## config.mk

```make
export PLATFORM = sky130hd
export DESIGN_NAME = handshake_arb_src
export DESIGN_NICKNAME = d
export VERILOG_FILES = /design/src/rtl/handshake_arb_src.sv
export SDC_FILE = /design/constraint.sdc
export NUM_CORES = 1
export LEC_CHECK = 0
export BUFFER_PORTS_ARGS = -buffer_cell sky130_fd_sc_hd__clkbuf_2
export CAP_MARGIN = 20
export CORE_MARGIN = 1.5
export CORE_UTILIZATION = 58
export CTS_CLUSTER_SIZE = 14
export DETAILED_ROUTE_END_ITERATION = 8
export PLACE_DENSITY_LB_ADDON = 0.12
export SLEW_MARGIN = 20
export SYNTH_ARGS = -nofsm -noshare
export SYNTH_HDL_FRONTEND = slang
export SYNTH_SLANG_ARGS = --single-unit
```

## constraint.sdc

```tcl
create_clock -name CLK_I -period 4.7 [get_ports CLK_I]
set_input_delay 0 -clock CLK_I [delete_from_list [all_inputs] [get_ports CLK_I]]
set_output_delay 0 -clock CLK_I [all_outputs]
set_load 0.01 [all_outputs]
```

## src/rtl/handshake_arb_src.sv

```systemverilog
// Source-side arbiter that serialises per-channel register updates onto one four-phase CDC handshake.
// Optional watchdog (TIMEOUT_O / ERR_O ports) is enabled by defining HS_TIMEOUT_EN.
module handshake_arb_src #(
    parameter int C_DATA_WIDTH = 32,
    parameter int C_CH_NUM     = 4,
    parameter int C_TAG_WIDTH  = 2,
    parameter int C_TIMEOUT    = 1024
) (
    input  logic                                CLK_I,
    input  logic                                RST_N_I,
    input  logic [C_CH_NUM*C_DATA_WIDTH-1:0]    CH_DATA_I,
    input  logic [C_CH_NUM-1:0]                 CH_PULSE_I,
    output logic [C_CH_NUM-1:0]                 CH_PEND_O,
    output logic [C_CH_NUM-1:0]                 CH_OVWR_O,
    output logic [C_CH_NUM-1:0]                 CH_DONE_O,
    output logic [C_TAG_WIDTH+C_DATA_WIDTH-1:0] HS_DATA_O,
    output logic                                HS_SEND_O,
    input  logic                                HS_RCV_I,
    output logic                                IDLE_O
`ifdef HS_TIMEOUT_EN
    ,
    output logic                                TIMEOUT_O,
    output logic                                ERR_O
`endif
);

    typedef enum logic [1:0] {ST_IDLE, ST_SEND, ST_RELEASE} state_t;

    state_t                              state_q, state_d;
    logic [C_CH_NUM-1:0]                 pend_q;
    logic [C_CH_NUM-1:0]                 ovwr_q;
    logic [C_CH_NUM-1:0]                 done_q;
    logic [C_DATA_WIDTH-1:0]             data_q [C_CH_NUM];
    logic [C_TAG_WIDTH-1:0]              ptr_q;
    logic [C_TAG_WIDTH-1:0]              grant_idx;
    logic [C_TAG_WIDTH-1:0]              cur;
    logic                                grant_vld;
    logic                                grant_go;
    logic                                ack_go;
    logic                                rel_go;
    logic                                abort;
    logic                                send_q;
    logic [C_TAG_WIDTH+C_DATA_WIDTH-1:0] hs_data_q;

    // Per-channel latch: a grant reads the old value at the same edge a new pulse overwrites it.
    for (genvar i = 0; i < C_CH_NUM; i++) begin : g_ch
        logic                    pend_r;
        logic                    ovwr_r;
        logic [C_DATA_WIDTH-1:0] data_r;
        logic                    granted;

        assign granted = grant_go && (grant_idx == C_TAG_WIDTH'(i));

        always_ff @(posedge CLK_I or negedge RST_N_I) begin
            if (!RST_N_I) begin
                pend_r <= 1'b0;
                ovwr_r <= 1'b0;
                data_r <= '0;
            end else begin
                ovwr_r <= CH_PULSE_I[i] && pend_r && !granted;
                if (CH_PULSE_I[i]) begin
                    data_r <= CH_DATA_I[i*C_DATA_WIDTH +: C_DATA_WIDTH];
                    pend_r <= 1'b1;
                end else if (granted) begin
                    pend_r <= 1'b0;
                end
            end
        end

        assign pend_q[i] = pend_r;
        assign ovwr_q[i] = ovwr_r;
        assign data_q[i] = data_r;
    end

    // Round robin: scan upward from the channel after the last grant, wrapping at C_CH_NUM.
    always_comb begin
        grant_vld = 1'b0;
        grant_idx = ptr_q;
        cur       = ptr_q;
        for (int k = 0; k < C_CH_NUM; k++) begin
            cur = (cur == C_TAG_WIDTH'(C_CH_NUM - 1)) ? '0 : cur + 1'b1;
            if (!grant_vld && pend_q[cur]) begin
                grant_vld = 1'b1;
                grant_idx = cur;
            end
        end
    end

    always_comb begin
        state_d  = state_q;
        grant_go = 1'b0;
        ack_go   = 1'b0;
        rel_go   = 1'b0;
        case (state_q)
            ST_IDLE: begin
                // Never raise send while the far side still reports the previous acknowledge.
                if (grant_vld && !HS_RCV_I) begin
                    grant_go = 1'b1;
                    state_d  = ST_SEND;
                end
            end
            ST_SEND: begin
                if (abort) begin
                    state_d = ST_IDLE;
                end else if (HS_RCV_I) begin
                    ack_go  = 1'b1;
                    state_d = ST_RELEASE;
                end
            end
            ST_RELEASE: begin
                if (abort) begin
                    state_d = ST_IDLE;
                end else if (!HS_RCV_I) begin
                    rel_go  = 1'b1;
                    state_d = ST_IDLE;
                end
            end
            default: state_d = ST_IDLE;
        endcase
    end

    always_ff @(posedge CLK_I or negedge RST_N_I) begin
        if (!RST_N_I) begin
            state_q   <= ST_IDLE;
            send_q    <= 1'b0;
            hs_data_q <= '0;
            ptr_q     <= C_TAG_WIDTH'(C_CH_NUM - 1);
            done_q    <= '0;
        end else begin
            state_q <= state_d;
            done_q  <= rel_go ? (C_CH_NUM'(1) << ptr_q) : '0;
            if (grant_go) begin
                hs_data_q <= {grant_idx, data_q[grant_idx]};
                send_q    <= 1'b1;
                ptr_q     <= grant_idx;
            end else if (ack_go || abort) begin
                send_q <= 1'b0;
            end
        end
    end

`ifdef HS_TIMEOUT_EN
    localparam int CNT_W = $clog2(C_TIMEOUT) + 1;

    logic [CNT_W-1:0] cnt_q;
    logic             tmo_q;
    logic             err_q;

    assign abort = (state_q != ST_IDLE) && (cnt_q == CNT_W'(C_TIMEOUT - 1));

    // Watchdog counts cycles spent in one busy state; an abort drops the transfer without re-queueing.
    always_ff @(posedge CLK_I or negedge RST_N_I) begin
        if (!RST_N_I) begin
            cnt_q <= '0;
            tmo_q <= 1'b0;
            err_q <= 1'b0;
        end else begin
            tmo_q <= abort;
            if (abort) begin
                err_q <= 1'b1;
            end
            if ((state_q == ST_IDLE) || (state_d != state_q)) begin
                cnt_q <= '0;
            end else begin
                cnt_q <= cnt_q + 1'b1;
            end
        end
    end

    assign TIMEOUT_O = tmo_q;
    assign ERR_O     = err_q;
`else
    assign abort = 1'b0;
`endif

    assign CH_PEND_O = pend_q;
    assign CH_OVWR_O = ovwr_q;
    assign CH_DONE_O = done_q;
    assign HS_DATA_O = hs_data_q;
    assign HS_SEND_O = send_q;
    assign IDLE_O    = (state_q == ST_IDLE) && (pend_q == '0);

endmodule

```

==> metrics.md, run 1 <==
| Metric | Value |
|---|---|
| Outcome | `complete, no violations` |
| Maxcap violations | `0` |
| Synth Area in Adders | `0.634%` |
| Hold Crit Class | `in2async` |
| Port Buffers | `182` |
| Worst-margin pin slew | `roughly 1.1 ns` |
| Crit-path max FO | `34` |
| GRT overflow | `0` |
| Post-synthesis compound-gate area fraction | `approximately 8%` |
| Largest net degree at the start of global routing | `between 90 and 100` |
| Net count, final | `around 980` |
| Share of layout cells above drive strength 1 | `between 40% and 50%` |
| Final Cycle Share | `approximately 62%` |
| P&R area growth vs syn | `36.0%` |
| Avg Cell Area, Syn | `about 14 sq um` |
| Gate Count Post-Synth | `about 560` |
| Dpl hpwl | `approximately 11000 microns` |
| Gpl congestion | `0.872` |
| TritonCTS Buffers | `17` |
| Yosys warning total | `0` |
| H-tree levels | `4` |
| Register area share after synthesis | `a little under three fifths` |
| Asr flop ratio synth | `100%` |
| Mapped Area | `0.00790 sq mm` |
| CTS Sinks | `between 150 and 200` |
| Final Critical Period | `2.90 ns` |
| Routed vias/inst | `around 5.5` |
| Clock Skew | `approximately 0.0053 ns` |
| DRT Pass-1 Iters | `4` |
| Top FF cell, synth | `dfrtp_1` |
| Critical Path AT | `3.17 ns` |
| Starting Density | `just under 60%` |
| Total Routing Usage GR | `a little under a third` |
| Clk_lat worst skew | `between 0.4 and 0.5 ns` |
| DR iter-0 viols | `between 400 and 500` |
| Die Y-Extent | `120 microns` |
| Syn nets | `~700` |
| Worst Path Required | `between 4 and 5 ns` |
| Slew Limit Headroom | `25.9%` |
| Setup TNS | `0 ns` |
| Clock transition at path regs | `0.06 ns` |
| Peak VDD IR | `between 0.5 and 0.6 mV` |
| Cells along the critical path | `inv_1 > ha_1 > inv_1 > or3b_1 > a211oi_2 > o31a_1 > nand2b_4 > o221ai_1` |
| Post-synth EDFFs | `0` |
| # rows | `42` |
| Post-synthesis mux area share | `approximately a quarter` |
| Final number of setup-violating endpoints | `0` |
| Vias | `around 5700` |
| CP max stage cell | `dfstp_2` |
| RSZ-0062 raised after global routing | `false` |
| Fillers | `~770` |
| IO Pins | `about 180` |
| Root Buffer | `clkbuf_16` |
| P per Cell Area | `about 530 mW/mm^2` |
| WL per Instance | `~19 microns` |
| Final hold vios | `0` |
| ANT nets after route | `0` |
| Top cell by count, worst path | `inv_1` |
| Crit Path Class | `reg2reg` |
| Diode count | `0` |
| Die Wd | `~120 microns` |
| Crit-path max cell delay | `about 0.59 ns` |
| Simple-gate share of the synthesized area | `under 10%` |
| Final wirelength | `roughly 20000 microns` |
| DRC Markers | `0` |
| CTS max path bufs | `2` |
| Leakage | `4.92 nW` |
| Max Slew Vio Count | `0` |
| Vias in the first global route | `roughly 6400` |
| XOR/XNOR Fraction of Synth Area | `0%` |
| CTS tree | `built` |
| Initial antenna violation count | `0` |
| Postcts setup bufs | `0` |
| Register bit total from synthesis | `roughly 180` |
| Floorplan core area | `0.0132 sq mm` |
| Endpoint class of the critical path | `flop` |
| Peak Freq | `345 MHz` |
| Main combinational cell family by area after synthesis | `multiplexers` |
| First-pass GRT wire length | `approximately 33000 microns` |
| Unique masters post-synth | `42` |
| DIE AREA | `0.0143 sq mm` |
| CP Launch Type | `flop` |
| Hold slack | `about 0.19 ns` |
-- metrics by stage --
stage	worst slack (ns)	instance area, sq um	utilization [%]	std cells	power (mW)
floorplan	2.18	7900	-	556	3.68
global route	1.66	10700	81.1	1034	6.02
global placement	1.94	8800	66.5	872	4.10
CTS	1.68	10700	81.1	1034	5.75
detailed placement	1.75	8800	66.5	872	4.16
finish	1.80	10700	81.1	1034	5.74
-- synth_stat cells (3+ instances only) --
| cell type | count | area share, % |
|---|---|---|
| dfrtp_1 | 177 | 56 |
| mux2_2 | 128 | 18 |
| mux2i_1 | 64 | 8.1 |
| nand2_1 | 39 | 1.9 |
| o221ai_2 | 28 | 5.3 |
| clkbuf_1 | 20 | 0.95 |
| buf_6 | 10 | 1.4 |
| nor2_1 | 10 | 0.48 |
| buf_4 | 9 | 0.86 |
| a21oi_1 | 6 | 0.38 |
| inv_1 | 6 | 0.29 |
| buf_2 | 5 | 0.32 |
| nand2b_1 | 5 | 0.40 |
| and2_1 | 4 | 0.32 |
| ha_1 | 4 | 0.63 |
| nor3_1 | 4 | 0.25 |
| o221ai_1 | 4 | 0.44 |
| o21ai_1 | 3 | 0.19 |
-- worst max-delay path: cells and delay by family, from the launching register on --
kind / cells / cell delay (ns)
buffers and inverters: 2 / 0.19
adder cells (fa/ha/maj): 1 / 0.42
flip-flops: 1 / 0.59
AND/OR/NAND/NOR: 2 / 0.95
AO/OA/AOI/OAI: 3 / 0.59
-- cell families (layout without fill, tap and decap cells) --
family | Yosys count | after routing
AO/OA/AOI/OAI | 55 | 55
multiplexers | 192 | 192
AND/OR/NAND/NOR | 73 | 73
buffers and inverters | 53 | 355
adder cells (fa/ha/maj) | 4 | 4
flip-flops | 179 | 179
-- cell usage in the layout (no fill, tap or decap), types with 6 or more instances in the layout --
cell / count
mux2_2: 128
clkbuf_16: 17
dfrtp_1: 177
a21oi_1: 6
clkbuf_2: 181
clkbuf_8: 6
o221ai_2: 28
mux2i_1: 64
inv_1: 6
nand2_1: 38
dlygate4sd3_1: 130
nor2_1: 10
-- where the power goes --
part	switching (mW)	internal [mW]
combinational	1.19	1.01
clock	0.578	0.921
sequential	0.206	1.83
total	1.97	3.77
-- what timing repair did --
item,4_1_cts,5_1_grt
endpoints found under the setup margin,0,0
gates resized for setup,0,0
hold buffers,130,0
endpoints found under the hold margin,223,0
-- registers in the layout (all words and copies together) (netlist names) --
register and cells:
g_ch.data_r 128, g_ch.ovwr_r 4, HS_DATA_O 34, HS_SEND_O 1
g_ch.pend_r 4, CH_DONE_O 4, ptr_q 2, state_q 2
-- per-layer routing --
layer,part of all wire (%),wire [microns],up-vias,track usage (%)
met4,2.5,499,0,12.3
met5,0,0,-,0
met2,53,10500,188,52.8
met3,5.8,1170,46,6.80
li1,-,-,2580,-
met1,39,7810,2885,36.0
-- final cells by class --
type	count	area [sq um]	share of cell area (%)
clock buffer	24	512	4.76
clock inverter	8	121	1.13
inverter	7	26.3	0.245
multi-input combinational	324	3120	29.0
sequential	179	4480	41.7
tap	176	220	2.05
timing repair buffer	316	2260	21.0
-- final timing paths --
path | startpoint | slack, ns | endpoint | depth (start not counted)
setup / recovery | ptr_q[0] | 1.80 | HS_DATA_O[3] | 8
hold / removal | RST_N_I | 0.19 | g_ch[1].data_r[27] | 2
setup reg to reg | ptr_q[0] | 1.80 | HS_DATA_O[3] | 8
hold reg to reg | HS_DATA_O[0] | 0.49 | HS_DATA_O[0] | 2
max in group asynchronous | RST_N_I | 3.34 | g_ch[3].data_r[7] | 3
min in group CLK_I | CH_DATA_I[115] | 0.35 | g_ch[3].data_r[19] | 3
Note: power is estimated with default switching activity, not from simulation.
==> run 2, diff against run 1 <==
--- a/config.mk
+++ b/config.mk
@@ -8,7 +8,7 @@
 export BUFFER_PORTS_ARGS = -buffer_cell sky130_fd_sc_hd__clkbuf_2
 export CAP_MARGIN = 20
 export CORE_MARGIN = 1.5
-export CORE_UTILIZATION = 58
+export CORE_UTILIZATION = 54
 export CTS_CLUSTER_SIZE = 14
 export DETAILED_ROUTE_END_ITERATION = 8
 export PLACE_DENSITY_LB_ADDON = 0.12
==> constraint.sdc (replaced) <==
create_clock -name CLK_I -period 2.92 [get_ports CLK_I]
set_input_delay 0 -clock CLK_I [delete_from_list [all_inputs] [get_ports CLK_I]]
set_output_delay 0 -clock CLK_I [all_outputs]
set_load 0.01 [all_outputs]
==> run 2 against run 1 <==
  * Setup slack lost 1.7 ns
  * Final cell count up 1.6%
  * Sequential share of layout area decreased by 0.14 points
  * Largest power group unchanged
  * Power up 59%
  * Maximum frequency rose by 3.4%
  * Die area grew 7.2%
  * Clock skew up 0.0042 ns
  * Wire length is 0.43% lower
==> metrics.md, run 2 (synthesis results as in run 1) <==
| Metric | Value |
|---|---|
| Worst r2r dst | `HS_DATA_O[26]` |
| Util after Layout | `74.7%` |
| H-tree levels | `4` |
| DRT Pass-1 Iters | `4` |
| Worst-margin pin slew | `1.11 ns` |
| # rows | `44` |
| DIE AREA | `0.0154 sq mm` |
| Leakage | `4.92 nW` |
| WL per Instance | `about 19 microns` |
| CP top delay family | `simple AND/OR/NAND/NOR gates` |
| Crit-path max FO | `13` |
| RSZ-0062 raised after global routing | `false` |
| Crit-path max cell delay | `about 0.6 ns` |
| Final wirelength | `approximately 20000 microns` |
| Largest net degree at the start of global routing | `79` |
| DR iter-0 viols | `329` |
| CTS max path bufs | `2` |
| Setup TNS | `0 ns` |
| TritonCTS Buffers | `17` |
| Final hold vios | `0` |
| ANT nets after route | `0` |
| Dpl hpwl | `12300 microns` |
| Reg2reg start | `ptr_q[0]` |
| Starting Density | `about 55%` |
| Port Buffers | `roughly 180` |
| IO Pins | `between 150 and 200` |
| CP Launch Type | `flop` |
| Top cell by count, worst path | `inv_1` |
| Root Buffer | `clkbuf_16` |
| Net count, final | `between 900 and 1000` |
| Cells along the critical path | `inv_1 > ha_1 > inv_1 > or3b_1 > a211oi_2 > o31a_1 > nand2b_4 > buf_12 > o221ai_2` |
| Clock transition at path regs | `0.06 ns` |
| Most frequent cells in the layout | `181 x clkbuf_2, 177 x dfrtp_1, 130 x dlygate4sd3_1` |
| Maxcap violations | `0` |
| Endpoint class of the critical path | `flop` |
| Leading cell type in the layout, fill and taps excluded | `clkbuf_2` |
| Max Slew Vio Count | `0` |
| Die Wd | `about 120 microns` |
| R2R depth | `9` |
| First-pass GRT wire length | `31100 microns` |
| Final number of setup-violating endpoints | `0` |
| Clock Skew | `~0.0095 ns` |
| Final Cycle Share | `a little over nine tenths` |
| Fillers | `924` |
| Vias | `5674` |
| Critical Path AT | `approximately 3.1 ns` |
| GRT overflow | `0` |
| Final Critical Period | `~2.8 ns` |
| P per Cell Area | `846 mW/mm^2` |
| Peak VDD IR | `approximately 0.47 mV` |
| Max reg flops | `128` |
| Worst Path Required | `3.21 ns` |
| Crit Path Class | `reg2reg` |
| Outcome | `complete, no violations` |
| R2r setup slk | `0.12 ns` |
| PostCTS Resize Cnt | `0` |
| Peak Freq | `between 300 and 400 MHz` |
| Slew Limit Headroom | `between 20% and 30%` |
| CTS tree | `built` |
| Share of layout cells above drive strength 1 | `around 45%` |
| Vias in the first global route | `around 6000` |
| Crit path buffers/inverters | `3` |
| Largest reg by FF count | `g_ch.data_r` |
| Hold Crit Class | `in2async` |
| Initial antenna violation count | `2` |
| Gpl congestion | `between 0.9 and 1` |
| Clk_lat worst skew | `between 0.4 and 0.5 ns` |
| Floorplan core area | `about 0.014 sq mm` |
| DRC Markers | `0` |
| Total Routing Usage GR | `roughly 27%` |
| CP max stage cell | `dfstp_2` |
| CTS Sinks | `179` |
| Routed vias/inst | `around 5.4` |
| Die Y-Extent | `between 100 and 150 microns` |
| P&R area growth vs syn | `36.5%` |
run 2: timing repair:
item                      4_1_cts  5_1_grt
hold buffers                  130        0
buffers inserted                0        0
hold endpoints to repair      200        0
run 2: power by group:
part	internal [mW]	total (mW)	switching [mW]
Sequential	2.95	3.27	0.317
Clock	1.26	2.18	0.917
Combinational	1.71	3.67	1.96
run 2: final cells by class:
type / count / area (sq um) / area share, %
Multi-Input combinational cell: 324 / 3110 / 28.9
Clock buffer: 24 / 492 / 4.56
Timing Repair Buffer: 323 / 2350 / 21.8
Sequential cell: 179 / 4480 / 41.6
Clock inverter: 8 / 76.3 / 0.708
Antenna cell: 2 / 5.00 / 0.0464
Tap cell: 184 / 230 / 2.14
Inverter: 7 / 26.3 / 0.244
run 2: routing by layer:
| layer | part of all wire (%) | track usage [%] | up-vias | wire [microns] |
|---|---|---|---|---|
| li1 | - | - | 2592 | - |
| met1 | 40 | 32.7 | 2852 | 8010 |
| met2 | 52 | 47.2 | 183 | 10300 |
| met3 | 4.9 | 5.63 | 47 | 978 |
| met4 | 3.0 | 11.9 | 0 | 589 |
| met5 | 0 | 0 | - | 0 |
run 2: worst reg2reg max path: stages (launching register included):
cell	delay, ns
dfstp_2	0.60
inv_1	0.10
ha_1	0.44
inv_1	0.12
or3b_1	0.40
a211oi_2	0.19
o31a_1	0.20
nand2b_4	0.31
buf_12	0.21
o221ai_2	0.10
run 2: metrics by stage:
| stage | worst slack (ns) | total power [mW] | instance area (sq um) | hold slack [ns] | std cells |
|---|---|---|---|---|---|
| 2_1_floorplan | 0.397 | 5.93 | 7900 | -0.296 | 556 |
| 6_report | 0.118 | 9.12 | 10800 | 0.123 | 1051 |
| 5_1_grt | 0.0103 | 9.56 | 10800 | 0.209 | 1051 |
| 3_3_place_gp | 0.279 | 6.71 | 8900 | 0.0212 | 887 |
| 4_1_cts | 0.147 | 9.17 | 10800 | 0.155 | 1049 |
| 3_5_place_dp | 0.162 | 6.83 | 8900 | 0.0415 | 887 |
run 2: how the worst max path moves through the flow:
| stage | start | endpoint | slack (ns) | cells past startpoint |
|---|---|---|---|---|
| after global routing | ptr_q[0] | HS_DATA_O[26] | 0.01 | 9 |
| final | ptr_q[0] | HS_DATA_O[26] | 0.12 | 9 |
| after global placement | ptr_q[0] | HS_DATA_O[27] | 0.28 | 9 |
| after floorplan | ptr_q[0] | HS_DATA_O[12] | 0.40 | 11 |
| after CTS | ptr_q[0] | HS_DATA_O[23] | 0.15 | 9 |
| after detailed placement | ptr_q[0] | HS_DATA_O[23] | 0.16 | 9 |
